**src/rtl/stopwatch_pkg.sv**
```systemverilog
// Shared stopwatch types: time-field widths, lap-recorder state encoding and
// helpers that pack/unpack a 25-bit lap entry {hour, minute, second, m_sec}.
package stopwatch_pkg;

    localparam int HOUR_W      = 6;
    localparam int MIN_W       = 6;
    localparam int SEC_W       = 6;
    localparam int MSEC_W      = 7;
    localparam int LAP_ENTRY_W = HOUR_W + MIN_W + SEC_W + MSEC_W;

    typedef enum logic {
        LIVE   = 1'b0,
        RECALL = 1'b1
    } lap_state_e;

    typedef struct packed {
        logic [HOUR_W-1:0] hour;
        logic [MIN_W-1:0]  minute;
        logic [SEC_W-1:0]  second;
        logic [MSEC_W-1:0] m_sec;
    } lap_entry_t;

    function automatic logic [LAP_ENTRY_W-1:0] pack_lap(
        input logic [HOUR_W-1:0] h,
        input logic [MIN_W-1:0]  m,
        input logic [SEC_W-1:0]  s,
        input logic [MSEC_W-1:0] ms
    );
        return {h, m, s, ms};
    endfunction

    function automatic lap_entry_t unpack_lap(input logic [LAP_ENTRY_W-1:0] v);
        return lap_entry_t'(v);
    endfunction

endpackage

```
**src/rtl/lap_mem.sv**
```systemverilog
// Lap storage: LAP_DEPTH x LAP_ENTRY_W register file, synchronous write and
// asynchronous read. Storage is never reset; validity is tracked by the owner.
module lap_mem
    import stopwatch_pkg::*;
#(
    parameter int LAP_DEPTH = 8,
    parameter int ADDR_W    = 4
) (
    input  logic                   clk_i,
    input  logic                   we_i,
    input  logic [ADDR_W-1:0]      waddr_i,
    input  logic [LAP_ENTRY_W-1:0] wdata_i,
    input  logic [ADDR_W-1:0]      raddr_i,
    output logic [LAP_ENTRY_W-1:0] rdata_o
);

    logic [LAP_ENTRY_W-1:0] mem_q [LAP_DEPTH];

    // Address decode by comparison keeps the pointer width independent of depth.
    always_ff @(posedge clk_i) begin
        for (int i = 0; i < LAP_DEPTH; i++) begin
            if (we_i && (waddr_i == ADDR_W'(i))) begin
                mem_q[i] <= wdata_i;
            end
        end
    end

    always_comb begin
        rdata_o = '0;
        for (int i = 0; i < LAP_DEPTH; i++) begin
            if (raddr_i == ADDR_W'(i)) begin
                rdata_o = mem_q[i];
            end
        end
    end

endmodule

```
**src/rtl/lap_recorder.sv**
```systemverilog
// Lap recorder: snapshots live stopwatch time on lap presses while running and
// lets the user step through stored laps while paused; drives the display path.
module lap_recorder
    import stopwatch_pkg::*;
#(
    parameter int LAP_DEPTH = 8
) (
    input  logic              clock,
    input  logic              reset,
    input  logic              run,
    input  logic              lap,
    input  logic              clear,
    input  logic [HOUR_W-1:0] hour,
    input  logic [MIN_W-1:0]  minute,
    input  logic [SEC_W-1:0]  second,
    input  logic [MSEC_W-1:0] m_sec,
    output logic [HOUR_W-1:0] disp_hour,
    output logic [MIN_W-1:0]  disp_minute,
    output logic [SEC_W-1:0]  disp_second,
    output logic [MSEC_W-1:0] disp_m_sec,
    output logic [3:0]        lap_count,
    output logic [3:0]        recall_idx,
    output logic              recall_mode,
    output logic              full,
    output logic              overflow
);

    localparam int               CNT_W   = $clog2(LAP_DEPTH + 1);
    localparam logic [CNT_W-1:0] DEPTH_C = CNT_W'(LAP_DEPTH);

    lap_state_e             state_q, state_d;
    logic                   lap_q, clear_q;
    logic [CNT_W-1:0]       cnt_q, cnt_d;
    logic [CNT_W-1:0]       idx_q, idx_d;
    logic [CNT_W-1:0]       idx_inc;
    logic [LAP_ENTRY_W-1:0] disp_q, disp_d;
    logic                   ovf_q, ovf_d;
    logic                   lap_rise, clear_rise;
    logic                   mem_we;
    logic [LAP_ENTRY_W-1:0] live_entry, mem_rdata;
    lap_entry_t             disp_s;

    assign lap_rise   = lap & ~lap_q;
    assign clear_rise = clear & ~clear_q;
    assign live_entry = pack_lap(hour, minute, second, m_sec);
    assign idx_inc    = idx_q + 1'b1;

    // The lap count doubles as the write pointer: entries fill from index 0.
    lap_mem #(
        .LAP_DEPTH(LAP_DEPTH),
        .ADDR_W   (CNT_W)
    ) u_lap_mem (
        .clk_i  (clock),
        .we_i   (mem_we),
        .waddr_i(cnt_q),
        .wdata_i(live_entry),
        .raddr_i(idx_d),
        .rdata_o(mem_rdata)
    );

    always_comb begin
        state_d = state_q;
        cnt_d   = cnt_q;
        idx_d   = idx_q;
        ovf_d   = 1'b0;
        mem_we  = 1'b0;

        if (clear_rise) begin
            state_d = LIVE;
            cnt_d   = '0;
            idx_d   = '0;
        end else begin
            case (state_q)
                LIVE: begin
                    if (lap_rise) begin
                        if (run) begin
                            if (cnt_q < DEPTH_C) begin
                                mem_we = 1'b1;
                                cnt_d  = cnt_q + 1'b1;
                            end else begin
                                ovf_d = 1'b1;
                            end
                        end else if (cnt_q != '0) begin
                            state_d = RECALL;
                            idx_d   = '0;
                        end
                    end
                end
                RECALL: begin
                    // Restarting the watch takes priority over stepping.
                    if (run) begin
                        state_d = LIVE;
                        idx_d   = '0;
                    end else if (lap_rise) begin
                        if (idx_inc < cnt_q) begin
                            idx_d = idx_inc;
                        end else begin
                            state_d = LIVE;
                            idx_d   = '0;
                        end
                    end
                end
            endcase
        end

        // Source chosen from the next state so display and recall_mode change together.
        disp_d = (state_d == RECALL) ? mem_rdata : live_entry;
    end

    always_ff @(posedge clock or posedge reset) begin
        if (reset) begin
            state_q <= LIVE;
            lap_q   <= 1'b0;
            clear_q <= 1'b0;
            cnt_q   <= '0;
            idx_q   <= '0;
            disp_q  <= '0;
            ovf_q   <= 1'b0;
        end else begin
            state_q <= state_d;
            lap_q   <= lap;
            clear_q <= clear;
            cnt_q   <= cnt_d;
            idx_q   <= idx_d;
            disp_q  <= disp_d;
            ovf_q   <= ovf_d;
        end
    end

    assign disp_s      = unpack_lap(disp_q);
    assign disp_hour   = disp_s.hour;
    assign disp_minute = disp_s.minute;
    assign disp_second = disp_s.second;
    assign disp_m_sec  = disp_s.m_sec;
    assign lap_count   = 4'(cnt_q);
    assign recall_idx  = 4'(idx_q);
    assign recall_mode = (state_q == RECALL);
    assign full        = (cnt_q == DEPTH_C);
    assign overflow    = ovf_q;

endmodule

```
**config.mk**
```make
export PLATFORM = sky130hd
export DESIGN_NAME = lap_recorder
export DESIGN_NICKNAME = d
export VERILOG_FILES = /design/src/rtl/stopwatch_pkg.sv /design/src/rtl/lap_mem.sv /design/src/rtl/lap_recorder.sv
export SDC_FILE = /design/constraint.sdc
export NUM_CORES = 1
export LEC_CHECK = 0
export BUFFER_PORTS_ARGS = -buffer_cell sky130_fd_sc_hd__buf_2
export CAP_MARGIN = 20
export CORE_MARGIN = 3
export CORE_UTILIZATION = 28
export CTS_CLUSTER_DIAMETER = 80
export DETAILED_ROUTE_END_ITERATION = 10
export PLACE_DENSITY = 0.47
export SYNTH_ARGS = -nofsm -noshare
export SYNTH_HDL_FRONTEND = slang
export SYNTH_HIERARCHICAL = 1
export SYNTH_SLANG_ARGS = --single-unit
export TNS_END_PERCENT = 20
```
**constraint.sdc**
```tcl
create_clock -name clock -period 12 [get_ports clock]
set_clock_uncertainty 0.1 [all_clocks]
set_input_delay 0.6 -clock clock [delete_from_list [all_inputs] [get_ports clock]]
set_output_delay 0.6 -clock clock [all_outputs]
set_load 0.03 [all_outputs]
```
[Word level (Yosys, flattened, before mapping)]
Memory sizes are Yosys's and may differ from the RTL's.
Cells that the tools add are included.
Operators by class
  $add $sub $neg: 2
  $lt $le $gt $ge: 2
  equality and inequality tests: 16
  muxes and demuxes: 77
  bitwise operators: 5
  reductions and logical operators: 22
Operator list (number)
  two-way mux 25 bit: 16
  OR reduction 25 bit: 7
  two-way mux 4 bit: 12
  two-way mux 1 bit: 40
  equality test 4 x 3 -> 1 bit (second input constant): 8
  two-way mux 3 bit: 7
  equality test 4 x 2 -> 1 bit (second input constant): 4
  adder 4 x 1 -> 4 bit (second input constant): 2
  equality test 4 x 1 -> 1 bit (second input constant): 2
  logical AND 1 bit: 8
  zero test 4 bit: 2
  one-hot mux 4 bit (2 select lines): 1
  nonzero test 2 bit: 3
  equality test 4 bit (second input constant): 1
  < comparator 4 bit: 1
  < comparator 4 bit (second input constant): 1
  AND reduction 4 bit: 1
  nonzero test 4 bit: 1
  inverter 1 bit: 3
  bitwise AND 1 bit: 2
  != test 2 x 1 -> 1 bit (second input constant): 1
  one-hot mux 1 bit (2 select lines): 1
Storage, ports and cells
  register bits: 37
  RAM bits: 200
  bits of input ports: 30
  output and inout bits: 36
  logic and storage cells: 132
  memories: 1
Memory list
  u_lap_mem.mem_q: words 8, bits a word 25, rd ports 8, clocked after Yosys merged registers in 0, write ports 1, line lap_mem.sv:17  | logic [LAP_ENTRY_W-1:0] mem_q [LAP_DEPTH];

[Logic depth before layout (Yosys ltp)]
  depth in word-level cells: 17
  depth in mapped cells: 15
  gate-level depth less buffers: 12

[Cells and area by module]
The synthesis kept the hierarchy.
Modules (own cells, without submodules)
  lap_mem: times used 1, cells each 446, area an instance 8077.7 um^2, seq. area each 6005.8 um^2
  lap_recorder: times used 1, cells each 128, area an instance 1780.5 um^2, seq. area each 925.9 um^2

[Worst setup path before layout]
Ideal clock, no wire load.
  path kind: register -> register
  start: register state_q (netlist: recall_mode)
  end: memory u_lap_mem/mem_q[0][0] (netlist name), enable pin
  setup time: 0.438 ns
  arrival: 3.417 ns
  data required time: 11.462 ns
  path slack: 8.045 ns
  cell stages (with the launch flop): 6
  buffers on the path: 1
  clock period less this slack: 3.955 ns
  path through: dfrtp_1 -> buf_2 -> and4bb_2 -> and3_1 -> or3b_2 -> nor3_1
On the way
  cells in the longest elaborated chain, start to end: 13
  elaborated cells on any way between the ends: 47
  those cells by class: mux (32); reduce/logical (15)
Ends and longest elaborated chain
  start: declaration: line lap_recorder.sv:31  | lap_state_e state_q, state_d;
  start signal: assignment: line lap_recorder.sv:120  | state_q <= state_d;
  two-way mux 1 bit *: line lap_recorder.sv:73  | case (state_q)
  two-way mux 1 bit *: line lap_recorder.sv:68  | if (clear_rise) begin
  via mem_we: line lap_recorder.sv:39  | logic mem_we;
  logical AND 1 bit: line lap_mem.sv:22  | if (we_i && (waddr_i == ADDR_W'(i))) begin
  two-way mux 1 bit: line lap_mem.sv:22
  two-way mux 1 bit (implied by the code): line lap_mem.sv:23  | mem_q[i] <= wdata_i;
  OR reduction 25 bit (no source line)
  two-way mux 3 bit (no source line) / two-way mux 1 bit (equally long branches) (7 in a row)
  end: declaration: line lap_mem.sv:17
Mark *: on every way through the listed nets, which the timed path passes. The rest lies on a longest branch.

[Final worst setup path]
  start: register idx_q[0] (netlist: recall_idx[0])
  end: register disp_q[24]
On the way
  cells in the longest elaborated chain, start to end: 17
  elaborated cells on any way between the ends: 32
  those cells by class: add/sub (1); order compare (1); eq/ne (7); mux (22); reduce/logical (1)
Ends and longest elaborated chain
  start: declaration: line lap_recorder.sv:34  | logic [CNT_W-1:0] idx_q, idx_d;
  start signal: assignment: line lap_recorder.sv:124  | idx_q <= idx_d;
  adder 4 x 1 -> 4 bit *: line lap_recorder.sv:46  | assign idx_inc = idx_q + 1'b1;
  < comparator 4 bit: line lap_recorder.sv:95  | if (idx_inc < cnt_q) begin
  two-way mux 4 bit *: line lap_recorder.sv:95
  two-way mux 4 bit *: line lap_recorder.sv:94  | end else if (lap_rise) begin
  two-way mux 4 bit *: line lap_recorder.sv:91  | if (run) begin
  one-hot mux 4 bit (2 select lines) *: line lap_recorder.sv:73
  two-way mux 4 bit *: line lap_recorder.sv:68
  via idx_d[1]: line lap_recorder.sv:34
  zero test 4 bit: line lap_mem.sv:31  | if (raddr_i == ADDR_W'(i)) begin
  two-way mux 25 bit (7 in a row): line lap_mem.sv:31
  two-way mux 25 bit *: line lap_mem.sv:31
  via mem_rdata[24]: line lap_recorder.sv:40  | logic [LAP_ENTRY_W-1:0] live_entry, mem_rdata;
  two-way mux 25 bit *: line lap_recorder.sv:107  | disp_d = (state_d == RECALL) ? mem_rdata : live_entry;
  via disp_d[24]: line lap_recorder.sv:36  | logic [LAP_ENTRY_W-1:0] disp_q, disp_d;
  end signal: assignment: line lap_recorder.sv:125  | disp_q <= disp_d;
  end: declaration: line lap_recorder.sv:36
Marked as above.
A chain may end at the register's enable or synchronous reset.

==> results.txt <==
vias per cell: 4.75
RSZ-0062 raised after global routing: false
fill count: 3319
Num CTS Buffers: 28
final period demand of the worst path: 4.58 ns
final-report hold violation count: 0
max-slew violation total from the final report: 0
Placer Congestion: 0.757
P_leak: 3.96 nW
n_diodes: 0
top cells by area, synth: edfxtp_1 (61%), dfrtp_1 (9.4%), mux2_4 (4.0%)
initial antenna violation count: 2
die height: 194 um
worst-path fanout max: 44
worst-case clock buffer depth: 3
status: completed
most used cell, CP: ha_1
Slew @ Worst Pin: 1.07 ns
synthesis warning total: 6
setup_tns: 0 ns
layout cells sized above 1: 32.8%
Reg clk slew, reported paths: 0.06 ns
Core Area: 34600 um2
footprint of the multi-input gates: 2700 um2
switching power: 0.000394 W
arrival time worst endpoint: 4.95 ns
Gate power share: 6.0%
port bufs: 65
Clk Latency, worst-skew pair: 0.53 ns
CP endpoint kind: flip-flop
Setup CP Type: reg -> reg
Starting Density: 28.5%
Ports: 66
most used flip-flop cell after synthesis: edfxtp_1
fraction of registers with async set/reset: 15.6%
CTS Hold Bufs: 0
VDD IR-drop max: 0.0773 mV
clock power share: 44.6%
syn avg cell area: 17.2 um2
biggest area consumer among synthesized cells: edfxtp_1
power per cell area: 159 nW/um2
worst hold slack: 0.113 ns
fmax: 0.218 GHz
Total Nets Final: 693
synthesis-stage register bit count: 237
count of final setup violators: 0
grt ovf: 0
reg2reg setup slack: 7.42 ns
CTS tree: done
TritonRoute pass-1 iters: 4
Internal: 0.00146 W
DR WL/cell: 21.1 um
vias: 5386
Max Cap Viol: 0
antenna viol nets, final: 0
Worst Hold Class: in -> reg
slowest stage delay, CP: 0.94 ns
total wire length: 23900 um
Yosys cell types: 66
vias in the first global route: 5771
synthesized net count: 610
fin cells: 1134
detailed-route DRC error count: 0
Post-synth EDFFs: 200
postcts setup bufs: 0
CTS Sinks: 237
post-CTS sizing: 0
root buf cell: clkbuf_16
period utilization: 38.2%
synthesized cell area: 9860 um2
Detailed Route Iter0 Violations: 280
CP cell instances: ha_1 > xor2_1 > ha_1 > or3_1 > o22ai_1 > and3_1 > a32o_2 > buf_4 > inv_1 > nor3_4 > a221oi_1 > o21ai_1 > mux2_2
Die Span X: 194 um
register area: 6930 um2
Placed Cells incl. Taps: 1081
GRT Resource Usage Total: 12.5%
commonest non-fill, non-tap cells in the layout: edfxtp_1 (200), buf_2 (65), dfrtp_1 (37)
Flop pwr share: 49.5%
Slowest cell on crit path: nor3_4
Req. time, crit path: 12.37 ns
HPWL after DPL: 13100 um
Row Count: 68
switching portion of total power: 21.3%
die area: 37500 um2
sequential-to-total area share from yosys stat: 70.3%
Post-Syn Instances: 574
area share of the largest cell type after synthesis: 60.9%
startpoint types: flip-flop
commonest non-fill, non-tap cell in the layout: edfxtp_1
first-pass GRT wire length: 36300 um
H-tree level count: 1
largest net degree at the start of global routing: 45
area grow syn2layout: 17.9%
Slew headroom: 28.5%
==> cell families after synthesis <==
family	share of synthesized area [%]
compound gates	8.14
xor+xnor	0.355
fa+ha+maj	0.761
buf+inv	2.77
flops	70.3
mux	11.9
simple gates	5.77
==> power by group through the flow <==
stage / clock, W / sequential [W] / combinational [W]
global placement: 0 / 0.000932 / 0.000110
global route: 0.000889 / 0.000916 / 0.000121
CTS: 0.000854 / 0.000915 / 0.000113
finish: 0.000825 / 0.000915 / 0.000110
floorplan: 0 / 0.000946 / 0.0000596
detailed placement: 0 / 0.000932 / 0.000113
==> cell type report <==
class	count	share of cell area [%]
Tap cell	455	4.90
Clock inverter	8	0.592
Multi-Input combinational cell	299	23.2
Sequential cell	237	59.7
Timing Repair Buffer	82	4.01
Clock buffer	44	7.33
Inverter	9	0.291
==> sequential cells by signal, indices dropped and copies added (netlist names) <==
| signal | cells |
|---|---|
| lap_q | 1 |
| overflow | 1 |
| lap_count | 4 |
| recall_idx | 4 |
| recall_mode | 1 |
| u_lap_mem/mem_q | 200 |
| clear_q | 1 |
| disp_q | 25 |
==> per-stage QoR <==
stage                     power (W)  cell area (um2)  utilization, %  setup slack, ns
final                       0.00185            11600            33.6             7.42
after global routing        0.00193            11600            33.6             7.07
after CTS                   0.00188            11600            33.5             7.33
after detailed placement    0.00104            10700            30.8             7.36
after global placement      0.00104            10700            30.8             7.47
after floorplan             0.00101             9860               -             8.04
==> critical path: cells and delay by family, from the launching register on <==
family	cells	cell delay (ns)
buffers and inverters	2	0.81
XOR/XNOR	1	0.16
AND/OR/NAND/NOR	3	1.57
multiplexers	1	0.16
flip-flops	1	0.45
adder cells (fa/ha/maj)	2	0.46
AO/OA/AOI/OAI	4	0.77
==> per-layer routing <==
layer	global-route usage, %	share of wire (%)	up-vias
li1	-	-	2429
met1	17.3	46	2785
met2	20.5	47	130
met3	2.29	5.3	38
met4	2.95	1.8	4
met5	0	0.10	-
==> path summary, 6_finish.rpt <==
| check | startpoint | endpoint | cells past startpoint |
|---|---|---|---|
| max | recall_idx[0] | disp_q[24] | 13 |
| min | clear | clear_q | 1 |
| max reg2reg | recall_idx[0] | disp_q[24] | 13 |
| min reg2reg | u_lap_mem/mem_q[1][21] | disp_q[21] | 2 |
| max in group asynchronous | reset | disp_q[8] | 3 |
| min in group asynchronous | reset | disp_q[6] | 3 |
==> cell usage after synthesis (7+ instances only) <==
cell type / count
a21oi_1: 14
a221oi_2: 10
a22oi_1: 14
a32oi_1: 7
buf_2: 9
buf_4: 8
dfrtp_1: 37
edfxtp_1: 200
inv_1: 9
mux2_2: 30
mux2_4: 26
mux2i_1: 23
mux4_2: 9
nand2_1: 11
nor2_1: 22
nor2b_1: 22
o21ai_0: 9
o21ai_1: 15
No activity file was read; power rests on OpenSTA's default activity.
